<file path="src/rtl/nibble_serial_sub.sv">
// -----------------------------------------------------------------------------
// nibble_serial_sub
//
// Multi-cycle subtractor computing a - b four bits per clock. Each nibble is
// formed by a borrow-lookahead slice (a + ~b with carry-in ~borrow_in). The
// nibble borrow is registered and fed into the next nibble on the following
// cycle. A start/busy/done handshake launches an operation and reports it.
//
// Optional feature macro: NIBBLE_SUB_SATURATE_EN
//   defined   : on signed overflow, diff is clamped to the signed max or min.
//               The clamp value depends on the sign of a.
//   undefined : diff is the wrapped two's-complement result.
//
// Parameters
//   WIDTH      operand width, a multiple of 4 and >= 4
//
// Ports
//   clk        clock, rising edge
//   rst        asynchronous active-high reset
//   start      request; accepted on a rising edge while busy = 0
//   a, b       minuend and subtrahend, captured when start is accepted
//   busy       high while nibbles are being processed
//   done       one-cycle pulse when diff and the flags are valid
//   diff       result; held from done until the next accepted start
//   borrow_out unsigned borrow (a < b)
//   overflow   signed overflow of a - b
//   zero       diff == 0, taken from the (possibly clamped) result
// -----------------------------------------------------------------------------
module nibble_serial_sub #(
    parameter int WIDTH = 16
) (
    input  logic             clk,
    input  logic             rst,
    input  logic             start,
    input  logic [WIDTH-1:0] a,
    input  logic [WIDTH-1:0] b,
    output logic             busy,
    output logic             done,
    output logic [WIDTH-1:0] diff,
    output logic             borrow_out,
    output logic             overflow,
    output logic             zero
);

    localparam int NIBBLES = WIDTH / 4;
    localparam int IDX_W   = (NIBBLES > 1) ? $clog2(NIBBLES) : 1;
    localparam int MSB     = WIDTH - 1;

    typedef enum logic [1:0] {
        IDLE,
        RUN,
        DONE
    } state_t;

    state_t             state;
    state_t             next_state;
    logic               accept;
    logic               last;

    logic [WIDTH-1:0]   a_reg;
    logic [WIDTH-1:0]   b_reg;
    logic [IDX_W-1:0]   idx;
    logic               bin;

    logic [IDX_W+1:0]   bit_pos;
    logic [3:0]         nib_a;
    logic [3:0]         nib_bn;
    logic [3:0]         g;
    logic [3:0]         p;
    logic [4:0]         c;
    logic [3:0]         nib_diff;
    logic               nib_borrow;
    logic               ovf_next;

    // ------------------------------------------------------------------
    // Control FSM: state register
    // ------------------------------------------------------------------
    // NOTE: sequential state uses non-blocking assignments so every register
    // samples the pre-edge values of the others; blocking here would create
    // order-dependent simulation that no longer matches the synthesized flops.
    always_ff @(posedge clk or posedge rst) begin
        if (rst) begin
            state <= IDLE;
        end else begin
            state <= next_state;
        end
    end

    assign last = (idx == IDX_W'(NIBBLES - 1));

    // ------------------------------------------------------------------
    // Control FSM: next state and handshake outputs
    // ------------------------------------------------------------------
    // NOTE: every output of this block is given a default before the case so
    // no path leaves a signal unassigned, which would infer a latch.
    always_comb begin
        next_state = state;
        busy       = 1'b0;
        done       = 1'b0;
        accept     = 1'b0;
        case (state)
            IDLE: begin
                if (start) begin
                    accept     = 1'b1;
                    next_state = RUN;
                end
            end
            RUN: begin
                busy = 1'b1;
                if (last) begin
                    next_state = DONE;
                end
            end
            DONE: begin
                done = 1'b1;
                // A start held through DONE chains straight into the next run.
                if (start) begin
                    accept     = 1'b1;
                    next_state = RUN;
                end else begin
                    next_state = IDLE;
                end
            end
            default: begin
                next_state = IDLE;
            end
        endcase
    end

    // ------------------------------------------------------------------
    // Borrow-lookahead nibble slice: a - b - bin == a + ~b + ~bin
    // ------------------------------------------------------------------
    assign bit_pos = {idx, 2'b00};
    assign nib_a   = a_reg[bit_pos +: 4];
    assign nib_bn  = ~b_reg[bit_pos +: 4];
    assign g       = nib_a & nib_bn;
    assign p       = nib_a ^ nib_bn;

    // Carries expanded as lookahead terms rather than rippled through c[k].
    assign c[0] = ~bin;
    assign c[1] = g[0] | (p[0] & c[0]);
    assign c[2] = g[1] | (p[1] & g[0]) | (p[1] & p[0] & c[0]);
    assign c[3] = g[2] | (p[2] & g[1]) | (p[2] & p[1] & g[0])
                | (p[2] & p[1] & p[0] & c[0]);
    assign c[4] = g[3] | (p[3] & g[2]) | (p[3] & p[2] & g[1])
                | (p[3] & p[2] & p[1] & g[0])
                | (p[3] & p[2] & p[1] & p[0] & c[0]);

    assign nib_diff   = p ^ c[3:0];
    assign nib_borrow = ~c[4];

    // Only meaningful on the last nibble, where nib_diff[3] is the raw MSB.
    assign ovf_next = (a_reg[MSB] ^ b_reg[MSB]) & (nib_diff[3] ^ a_reg[MSB]);

    // ------------------------------------------------------------------
    // Datapath registers
    // ------------------------------------------------------------------
    // NOTE: the operand registers are reset along with the rest; they are
    // small flops, not a RAM, so resetting them costs nothing and keeps the
    // post-reset state fully defined.
    always_ff @(posedge clk or posedge rst) begin
        if (rst) begin
            a_reg      <= '0;
            b_reg      <= '0;
            idx        <= '0;
            bin        <= 1'b0;
            diff       <= '0;
            borrow_out <= 1'b0;
            overflow   <= 1'b0;
        end else if (accept) begin
            a_reg <= a;
            b_reg <= b;
            idx   <= '0;
            bin   <= 1'b0;
            diff  <= '0;
        end else if (state == RUN) begin
            diff[bit_pos +: 4] <= nib_diff;
            bin                <= nib_borrow;
            idx                <= idx + 1'b1;
            if (last) begin
                borrow_out <= nib_borrow;
                overflow   <= ovf_next;
`ifdef NIBBLE_SUB_SATURATE_EN
                // Clamp toward the sign of a: positive max or negative min.
                if (ovf_next) begin
                    diff <= a_reg[MSB] ? {1'b1, {(WIDTH-1){1'b0}}}
                                       : {1'b0, {(WIDTH-1){1'b1}}};
                end
`endif
            end
        end
    end

    assign zero = (diff == '0);

endmodule

</file>
<file path="config.mk">
export PLATFORM = sky130hd
export DESIGN_NAME = nibble_serial_sub
export DESIGN_NICKNAME = d
export VERILOG_FILES = /design/src/rtl/nibble_serial_sub.sv
export SDC_FILE = /design/constraint.sdc
export NUM_CORES = 1
export LEC_CHECK = 0
export ABC_AREA = 1
export CORE_ASPECT_RATIO = 0.7
export CORE_MARGIN = 2
export CORE_UTILIZATION = 30
export CTS_CLUSTER_DIAMETER = 80
export DETAILED_ROUTE_END_ITERATION = 12
export PLACE_DENSITY_LB_ADDON = 0.05
export SETUP_SLACK_MARGIN = 0.2
export SYNTH_ARGS = -nofsm -noshare
export SYNTH_HDL_FRONTEND = slang
export SYNTH_SLANG_ARGS = --single-unit
</file>
<file path="constraint.sdc">
create_clock -name clk -period 2.1 [get_ports clk]
set_clock_uncertainty 0.05 [all_clocks]
set_input_delay 0.21 -clock clk [delete_from_list [all_inputs] [get_ports clk]]
set_output_delay 0.21 -clock clk [all_outputs]
set_load 0.02 [all_outputs]
</file>
==> results.env, run 1 <==
OUTCOME='finished, violations left'
VIOLATIONS_IN_THE_FINAL_REPORTS='setup timing'
INITIAL_UTILIZATION_PCT=30.84
CTS.ROOT.BUFFER_CELL='clkbuf_16'
CRITICAL_PATH.STARTPOINT_TYPE='register'
CHIPWIDTH_UM=119.4
POST_ROUTE_CELLS_DRIVE_ABOVE_1_SHARE_PCT=22.38
FIRST_DRT_PASS_ITERATION_COUNT=4
SETUP_SLACK_NS=-0.03279
CLKTRANSATPATHREGS_NS=0.07
POWER.IR.VDD_WORST_V=0.0006297
YOSYS.CELL_COUNT.TOP_TYPE='nand2_1'
NUMBER_OF_ANTENNA_VIOLATING_NETS_IN_THE_ROUTED_DESIGN=0
ACHIEVABLE-FREQUENCY_GHz=0.4689
YS_ASYNC_SR_FRACTION_PCT=100.0
HOLD_CLASS='in -> async'
VIA_COUNT_OF_THE_FIRST_GLOBAL_ROUTING_PASS=2486
SYNTH.AVG_CELL_AREA_UM2=8.204
FF_LATCH_AREA_UM2=1378
FINALSETUPVIOLATIONS=3
PLACE.DETAILED.HPWL_MM=5.539
SETUP_TNS_NS=-0.06761
INSERTION_DELAY_NS=0.29
GRT_SETUP_UNREPAIRED='true'
MIN_PERIOD_OVER_PERIOD_PCT=101.6
TRITONCTS_NUM_SINKS=55
DRC_ERRORS=0
NUMBER_OF_INSERTED_FILLER_CELLS_IN_THE_FINAL_LAYOUT=924
IO_PINS=56
WIRELENGTH_MM=7.827
CORE.ROWCOUNT=29
TIMING.SETUP.CRITICAL_PATH_CLASS='reg -> reg'
FINISH.NET_COUNT=456
POST_SYNTH_INST_COUNT=341
CRITICAL_PATH_REQUIRED_NS=2.27
MAXSLEWHEADROOM_PCT=70.62
PLACED_AREA_UM2=3578
GR-USAGE-ALL-LAYERS_PCT=16.30
CORE_AREA_UM2=9071
ROUTED_WIRE_LENGTH_PER_INSTANCE_UM=14.63
CP.ARRIVAL_NS=2.30
GRT_ANTENNA_BEFORE_REPAIR=0
P_LEAK_nW=1.904
CRIT_PATH_END_KIND='register'
ANTENNA_CELLS_INSERTED=0
HOLD_VIOL_FINAL=0
POST-ROUTE-MIN-PERIOD_NS=2.133
CLOCKBUFFERDEPTH=2
NETLIST_TOP_CELLS_COUNT='nand2_1, dfrtp_1, inv_1'
H-TREE-DEPTH=2
POWERDENSITY_nW_PER_UM2=2009
WORST_SLEW_PIN_SLEW_NS=0.4401
AVGVIACOUNTPERCELL=4.559
PLACED_INSTANCE_COUNT=521
POST-ROUTE-CELL-AREA_UM2=4025
SYNTH_ENABLE_FLOP_CELLS=0
YS_SEQ_ELEMENTS=55
COMBINED_AREA_OF_THE_MULTI_INPUT_LOGIC_CELLS_UM2=1415
YOSYS_WARNINGS=0
AREA_GROWTH_SYN_TO_LAYOUT_PCT=43.87
DIE_AREA_UM2=10130
SYNTH_AREA_LEADER_CELL='dfrtp_1'
GRT_PASS1_WL_MM=12.76
WEIGHTED_CONGESTION_AT_THE_END_OF_ROUTABILITY_DRIVEN_GLOBAL_PLACEMENT=0.8297
DRV.MAX_CAP_VIOLATION_COUNT=0
DRT_ITER0_DRC=113
GR-TOTAL-OVERFLOW=0
SYNTHTOPCELLSBYAREA='dfrtp_1, nand2_1, inv_1'
FINAL-INSTANCE-COUNT-EXCL-FILL=535
SUMMED_INSTANCE_AREA_OF_THE_SYNTHESIZED_NETLIST_UM2=2798
SYNTH-SEQ-AREA-SHARE_PCT=49.19
MAXIMUM_NUMBER_OF_PINS_ON_ONE_NET_BEFORE_GLOBAL_ROUTE_REPAIR=39
POST-SYNTH-TOP-AREA-FRACTION_PCT=49.19
YOSYSUNIQUECELLTYPES=31
CTS_INSERTED_BUFFERS=5
VIAS=2439
PORT_BUFFERS=55
WORST-PATH-MAX-FANOUT=5
CTS_TREE='done'
DIE_HEIGHT_UM=84.80
MAXSLEWVIOLCOUNT=0
SYNTH.NET_COUNT=386
POST-ROUTE-UTIL_PCT=44.37
MOST_USED_FLIP_FLOP_CELL_AFTER_SYNTHESIS='dfrtp_1'
## cell usage in the layout (no fill, tap or decap), types with 8 or more instances in the layout
cell type	n
buf_4	13
o21ai_2	8
inv_1	28
o21ai_1	11
nand2_2	9
dfrtp_1	54
clkdlybuf4s50_1	53
nand3_1	10
o21ai_0	10
nor2_1	14
nand2_1	113
## metrics by stage
| step | total power, W | setup slack, ns | hold slack (ns) |
|---|---|---|---|
| CTS | 0.007722 | 0.002597 | 0.2087 |
| finish | 0.008085 | -0.03279 | 0.1949 |
| floorplan | 0.004635 | 0.1848 | 0.2696 |
| global placement | 0.006214 | -0.07993 | 0.4237 |
| detailed placement | 0.006165 | -0.1018 | 0.4237 |
| global route | 0.008749 | -0.1182 | 0.2377 |
## area by class of cell
| class | count | share of cell area (%) |
|---|---|---|
| inverter | 38 | 3.792 |
| clock inverter | 1 | 0.1243 |
| tap | 124 | 3.855 |
| clock buffer | 6 | 3.450 |
| multi-input combinational | 236 | 35.16 |
| sequential | 55 | 34.22 |
| timing repair buffer | 75 | 19.40 |
## where the power goes
group	internal, W	total, W	switching, W
Sequential	0.00152	0.00185	0.000326
Clock	0.000466	0.000823	0.000357
Combinational	0.00228	0.00542	0.00314
## path summary, 6_finish.rpt
kind | start | to | slack (ns) | cells past startpoint
max in group asynchronous | rst | idx[0]$_DFFE_PP0P_ | 1.25 | 3
min reg2reg | b_reg[12]$_DFFE_PP0P_ | b_reg[12]$_DFFE_PP0P_ | 0.44 | 2
min | rst | b_reg[3]$_DFFE_PP0P_ | 0.19 | 2
max reg2reg | idx[0]$_DFFE_PP0P_ | diff[11]$_DFFE_PP0P_ | -0.03 | 12
max | idx[0]$_DFFE_PP0P_ | diff[11]$_DFFE_PP0P_ | -0.03 | 12
min in group clk | a[8] | a_reg[8]$_DFFE_PP0P_ | 0.40 | 3
## routing by layer
metal  GRT usage, %  up-vias  routed length [um]
met4          4.171        0                  63
li1               -     1232                   -
met5              0        -                   0
met1          25.33     1155                4204
met2          22.36       48                3141
met3          4.008        4                 417
## kinds of logic after synthesis
logic type,Yosys count,synth area share [%]
fa+ha+maj,10,4.741
simple gates,175,27.68
flops,55,49.19
xor+xnor,1,0.3131
compound gates,50,9.929
buf+inv,50,8.139
## what timing repair did
item | 4_1_cts | 5_1_grt
pin swaps | 14 | 18
hold buffers | 0 | 0
setup buffers | 4 | 1
hold endpoints to repair | 0 | 0
resized for setup | 31 | 30
endpoints found under the setup margin | 20 | 21
cloned | 1 | 1
## worst max-delay path, cell delays in order, from the launching register on
cell and delay, ns:
dfrtp_2 0.44, buf_6 0.14, buf_16 0.13, o21ai_4 0.13, o22ai_2 0.11, ha_1 0.36
buf_6 0.11, nand4_1 0.15, nand2_1 0.11, nand2_1 0.06, nand2_2 0.08, nand2_1 0.06
o21ai_1 0.12
(Power assumes the default switching activity.)
==> run 2: changes to the inputs <==
Settings changed: SLEW_MARGIN from default to 0.
==> results of run 2 <==
Same layout as run 1: the final DEF is identical, and so are final timing and power.
